`config.mk`:
```
export PLATFORM = sky130hd
export DESIGN_NAME = div_seq
export DESIGN_NICKNAME = d
export VERILOG_FILES = /design/src/rtl/div_seq_pkg.sv /design/src/rtl/div_seq.sv
export SDC_FILE = /design/constraint.sdc
export NUM_CORES = 1
export LEC_CHECK = 0
export CAP_MARGIN = 10
export CORE_ASPECT_RATIO = 0.75
export CORE_UTILIZATION = 40
export DETAILED_ROUTE_END_ITERATION = 10
export PLACE_DENSITY = 0.6
export SLEW_MARGIN = 20
export SYNTH_ARGS = -nofsm -noshare
export SYNTH_HDL_FRONTEND = slang
export SYNTH_SLANG_ARGS = --single-unit
```
`constraint.sdc`:
```
create_clock -name clk -period 8.95 [get_ports clk]
set_input_delay 0.895 -clock clk [delete_from_list [all_inputs] [get_ports clk]]
set_output_delay 0.895 -clock clk [all_outputs]
set_load 0.02 [all_outputs]
```
`src/rtl/div_seq_pkg.sv`:
```
// Shared definitions for the sequential divider: FSM encodings, handshake levels
// and the EX-stage aluop codes that route result_o into HI/LO.
package div_seq_pkg;

  localparam int REG_BUS_W = 32;

  typedef enum logic [1:0] {
    ST_IDLE    = 2'b00,
    ST_DIVZERO = 2'b01,
    ST_ON      = 2'b10,
    ST_END     = 2'b11
  } div_state_e;

  localparam logic DIV_START            = 1'b1;
  localparam logic DIV_STOP             = 1'b0;
  localparam logic DIV_RESULT_READY     = 1'b1;
  localparam logic DIV_RESULT_NOT_READY = 1'b0;

  localparam logic [7:0] EXE_DIV_OP  = 8'b0001_1010;
  localparam logic [7:0] EXE_DIVU_OP = 8'b0001_1011;

endpackage

```
`src/rtl/div_seq.sv`:
```
// Multi-cycle restoring divider for the EX stage: 32 iterations per divide,
// result held as {remainder, quotient} while the pipeline keeps start_i high.
module div_seq
  import div_seq_pkg::*;
(
  input  logic        clk,
  input  logic        rst,
  input  logic        start_i,
  input  logic        signed_i,
  input  logic [31:0] opdata1_i,
  input  logic [31:0] opdata2_i,
  input  logic        annul_i,
  output logic [63:0] result_o,
  output logic        ready_o,
  output logic        stallreq_o
);

  div_state_e   state_q, state_d;
  logic [5:0]   cnt_q, cnt_d;
  logic [64:0]  sh_q, sh_d;
  logic [31:0]  divisor_q, divisor_d;
  logic         neg1_q, neg1_d;
  logic         neg2_q, neg2_d;
  logic [63:0]  res_q, res_d;

  logic [33:0]  diff;
  logic         ge;
  logic [64:0]  step;
  logic [31:0]  quo_fix;
  logic [31:0]  rem_fix;

  function automatic logic [31:0] neg32(input logic [31:0] v);
    return ~v + 32'd1;
  endfunction

  function automatic logic [31:0] mag32(input logic [31:0] v, input logic is_signed);
    return (is_signed && v[31]) ? neg32(v) : v;
  endfunction

  // One restoring step: shift in the next dividend bit, subtract if it fits.
  always_comb begin
    diff    = sh_q[64:31] - {2'b00, divisor_q};
    ge      = ~diff[33];
    step    = {(ge ? diff[32:0] : sh_q[63:31]), sh_q[30:0], ge};
    quo_fix = (neg1_q ^ neg2_q) ? neg32(step[31:0]) : step[31:0];
    rem_fix = neg1_q ? neg32(step[63:32]) : step[63:32];
  end

  always_comb begin
    state_d   = state_q;
    cnt_d     = cnt_q;
    sh_d      = sh_q;
    divisor_d = divisor_q;
    neg1_d    = neg1_q;
    neg2_d    = neg2_q;
    res_d     = res_q;
    unique case (state_q)
      ST_IDLE: begin
        if (start_i == DIV_START && !annul_i) begin
          sh_d      = {33'd0, mag32(opdata1_i, signed_i)};
          divisor_d = mag32(opdata2_i, signed_i);
          neg1_d    = signed_i & opdata1_i[31];
          neg2_d    = signed_i & opdata2_i[31];
          cnt_d     = 6'd0;
          state_d   = (opdata2_i == 32'd0) ? ST_DIVZERO : ST_ON;
        end
      end
      ST_DIVZERO: begin
        if (annul_i) begin
          state_d = ST_IDLE;
        end else begin
          res_d   = 64'd0;
          state_d = ST_END;
        end
      end
      ST_ON: begin
        if (annul_i) begin
          state_d = ST_IDLE;
          cnt_d   = 6'd0;
        end else begin
          sh_d = step;
          if (cnt_q == 6'd31) begin
            res_d   = {rem_fix, quo_fix};
            cnt_d   = 6'd0;
            state_d = ST_END;
          end else begin
            cnt_d = cnt_q + 6'd1;
          end
        end
      end
      ST_END: begin
        if (annul_i || start_i == DIV_STOP) begin
          res_d   = 64'd0;
          state_d = ST_IDLE;
        end
      end
      default: state_d = ST_IDLE;
    endcase
  end

  always_ff @(posedge clk) begin
    if (rst) begin
      state_q   <= ST_IDLE;
      cnt_q     <= 6'd0;
      sh_q      <= 65'd0;
      divisor_q <= 32'd0;
      neg1_q    <= 1'b0;
      neg2_q    <= 1'b0;
      res_q     <= 64'd0;
    end else begin
      state_q   <= state_d;
      cnt_q     <= cnt_d;
      sh_q      <= sh_d;
      divisor_q <= divisor_d;
      neg1_q    <= neg1_d;
      neg2_q    <= neg2_d;
      res_q     <= res_d;
    end
  end

  always_comb begin
    ready_o    = (state_q == ST_END) ? DIV_RESULT_READY : DIV_RESULT_NOT_READY;
    result_o   = (state_q == ST_END) ? res_q : 64'd0;
    stallreq_o = !rst && ((state_q == ST_ON) || (state_q == ST_DIVZERO) ||
                          (state_q == ST_IDLE && start_i == DIV_START && !annul_i));
  end

endmodule

```
==> impl_metrics.py <==
metrics = {
    "outcome": {
        "status": "completed",
    },
    "sta": {
        "hold_viol": 0,
        "setup_violations": 0,
        "holdWs_ns": 0.4467,
        "setup_tns_ns": 0,
        "grt_setup_unrepaired": "false",
        "worst_pin_slew_ns": 1.121,
        "drv_slew": 0,
        "fin_crit_sh_pct": 62.74,
        "period_minus_slack_ns": 5.615,
        "max_clock_freq_mhz": 178.1,
        "slew_headroom_pct": 25.28,
        "finalClockSkew_ns": 0.01391,
    },
    "die": {
        "fp.dieArea_mm2": 0.03112,
        "core_mm2": 0.02946,
        "die_y_um": 153.0,
        "die_w_um": 203.4,
        "pin_count": 135,
        "start_util_pct": 41.29,
        "rows": 54,
    },
    "global_route": {
        "grt_max_degree": 77,
        "antenna_found_initial": 0,
        "first_global_vias": 10440,
        "overflow": 0,
        "grt_pass1_wl_mm": 60.56,
        "track_usage_pct": 24.69,
    },
    "finish": {
        "drive_above_1_share_pct": 4.688,
        "regArea_mm2": 0.003423,
        "multi_input_area_mm2": 0.008150,
        "stdcell_count": 2141,
        "fin_nets": 1848,
        "nFillCells": 3030,
        "fin_area_mm2": 0.01432,
        "area_growth_pct": 17.69,
        "diodes": 0,
    },
    "power": {
        "p_comb_share_pct": 46.9,
        "p_total_uw": 3253,
        "power.switching_uw": 1510,
        "pwr-share-seq_pct": 28.9,
        "pwr-share-clk_pct": 24.3,
        "p_sw_share_pct": 46.41,
        "intPower_uw": 1744,
        "leakagePower_uw": 0.005294,
        "peakVddDrop_mv": 0.1293,
        "p_per_area_mw_per_mm2": 227.2,
    },
    "worst_setup_path": {
        "crit_family": "simple AND/OR/NAND/NOR gates",
        "cp_slowest_cell": "dfxtp_1",
        "cpMostUsedCell": "nand2_1",
        "path_cells": "ha_1 -> nand2_1 -> o21ai_1 -> a221o_1 -> o2111ai_1 -> o211a_1 -> buf_4 -> inv_2 -> nand2_1 -> o21ai_0 -> inv_1 -> ha_1 -> nand2_1 -> or3_1 -> nor3_1 -> and3_1 -> a41oi_1 -> or3_1 -> o41ai_2 -> xor2_1 -> o21ai_1",
        "critPathKind": "reg -> reg",
        "cp-end-kind": "register",
        "path_max_fanout": 51,
        "cp_num_buf_inv": 3,
        "cp.required_ns": 9.25,
        "cpPeakStageDelay_ns": 0.49,
        "startpoint_type": "register",
        "crit_arrival_ns": 5.91,
    },
    "clocking": {
        "clk_pin_slew_ns": 0.07,
        "clock_path_buffers": 2,
        "cts_buffers": 17,
        "cts_setup_buffers": 0,
        "cts_resized": 0,
        "ctsRootBufferMaster": "clkbuf_16",
        "cts_tree": "done",
        "hold_buffers": 0,
        "clk_latency_ns": 0.46,
        "clock-sinks": 171,
        "htreeDepth": 4,
    },
    "drt": {
        "drt_iter0_drc": 1089,
        "wl_mm": 38.53,
        "wl_per_cell_um": 18.00,
        "drc": 0,
        "postRouteAntennaNets": 0,
        "drt_pass1_iterations": 5,
        "viasPerCell": 5.510,
        "num_vias": 11800,
    },
    "placed_design": {
        "dp.final_hpwl_mm": 29.36,
        "io_buffers": 134,
        "placed_area_mm2": 0.01369,
        "place_inst": 2109,
        "gp_congestion": 0.8747,
    },
    "flow_run": {
        "max_cap_violations": 0,
    },
    "logic_synthesis": {
        "synth_nets": 1782,
        "synth_edf_count": 0,
        "synth_flop_cell": "dfxtp_1",
        "seq_area_frac_synth_pct": 28.14,
        "ys_seq_elements": 171,
        "syn_area_per_cell_um2": 7.284,
        "syn_inst": 1670,
        "synth-warning-count": 0,
        "yosysUniqueCellTypes": 78,
        "async_flop_share_pct": 0,
        "syn_area_mm2": 0.01216,
    },
    "min_path": {
        "min_path_type": "reg -> reg",
    },
}
[cells by family (layout without fill, tap and decap cells)]
logic type,after synthesis,in the layout,synth area share (%)
AND/OR/NAND/NOR,683,683,26.92
AO/OA/AOI/OAI,472,472,24.55
flip-flops,171,171,28.14
buffers and inverters,152,231,4.989
XOR/XNOR,136,136,9.792
adder cells (fa/ha/maj),43,43,4.485
multiplexers,13,13,1.121
[cell usage after synthesis, drive strengths merged, types with 4 or more instances]
cell	number	share of area, %
a211oi	28	1.7
a21boi	5	0.31
a21o	7	0.43
a21oi	138	5.9
a221oi	5	0.46
a22o	7	0.50
a22oi	39	2.4
a311oi	8	0.58
a31oi	7	0.36
and2	76	3.9
and3	11	0.57
buf	23	1.0
clkbuf	76	2.3
dfxtp	171	28
ha	42	4.3
inv	53	1.6
mux2	5	0.46
mux2i	8	0.66
nand2	246	7.6
nand2b	10	0.51
nand3	22	0.91
nand3b	7	0.43
nand4	12	0.62
nor2	184	5.7
nor2b	11	0.57
nor3	28	1.2
nor3b	6	0.37
nor4	17	1.0
nor4b	4	0.46
o211ai	15	0.93
o21a	10	0.62
o21ai	145	6.0
o21bai	5	0.31
o31ai	15	0.93
o41ai	13	1.2
or2	8	0.41
or3	22	1.2
or4	12	0.74
xnor2	65	4.7
xor2	71	5.1
[sequential cells by signal (all words and copies together) (netlist names)]
register and cells:
neg1_q 1, res_q 64, cnt_q 6, divisor_q 32, neg2_q 1, state_q 2, sh_q 65
[cells in the final DEF (no fill, tap or decap), types with 13 or more instances in the layout]
cell type | netlist | routed
xnor2_1 | 65 | 65
xor2_1 | 71 | 71
nand3_1 | 22 | 22
buf_4 | 0 | 13
ha_1 | 42 | 40
nor4_1 | 15 | 15
clkbuf_16 | 0 | 17
or3_1 | 20 | 20
and2_1 | 74 | 74
nand2_1 | 246 | 245
o31ai_1 | 15 | 15
inv_1 | 52 | 52
nor3_1 | 27 | 27
clkdlybuf4s50_1 | 0 | 133
a211oi_1 | 28 | 28
o211ai_1 | 15 | 15
o21ai_0 | 133 | 133
a21oi_1 | 133 | 133
a22oi_1 | 39 | 39
dfxtp_1 | 171 | 171
nor2_1 | 184 | 183
[routing by layer]
layer / share of wire [%] / global-route usage (%)
met2: 36 / 30.26
met1: 56 / 42.83
met5: 0 / 0
met4: 0.55 / 4.082
met3: 7.0 / 3.667
[area by class of cell]
| type | count | share of cell area, % |
|---|---|---|
| repair buffers | 146 | 9.981 |
| clock inverters | 15 | 1.390 |
| flip-flops and latches | 171 | 23.91 |
| multi-input cells | 1347 | 56.93 |
| clock buffers | 17 | 2.972 |
| well taps | 392 | 3.426 |
| inverters | 53 | 1.390 |
[path summary, 6_finish.rpt]
path / endpoint / start / cells after the start / slack [ns]
setup / recovery: res_q[60] / sh_q[43] / 21 / 3.33
hold / removal: res_q[49] / res_q[49] / 2 / 0.45
setup reg to reg: res_q[60] / sh_q[43] / 21 / 3.33
hold reg to reg: res_q[49] / res_q[49] / 2 / 0.45
[tightest hold or removal path: cells and delay by family (launching register included)]
| family | cells | cell delay (ns) |
|---|---|---|
| flops | 1 | 0.32 |
| compound gates | 1 | 0.05 |
| simple gates | 1 | 0.04 |
[power groups by stage]
stage	clock (uW)	combinational, uW	sequential [uW]
floorplan	0	1110	913
global placement	0	1480	948
detailed placement	0	1490	952
CTS	802	1500	934
global route	831	1670	948
finish	790	1520	939
[per-stage QoR]
| stage | setup slack [ns] | util, % |
|---|---|---|
| after detailed placement | 3.455 | 46.47 |
| after floorplan | 4.274 | - |
| after global routing | 2.818 | 48.60 |
| after CTS | 3.429 | 48.59 |
| final | 3.335 | 48.60 |
| after global placement | 3.530 | 46.47 |
(Power assumes the default switching activity.)
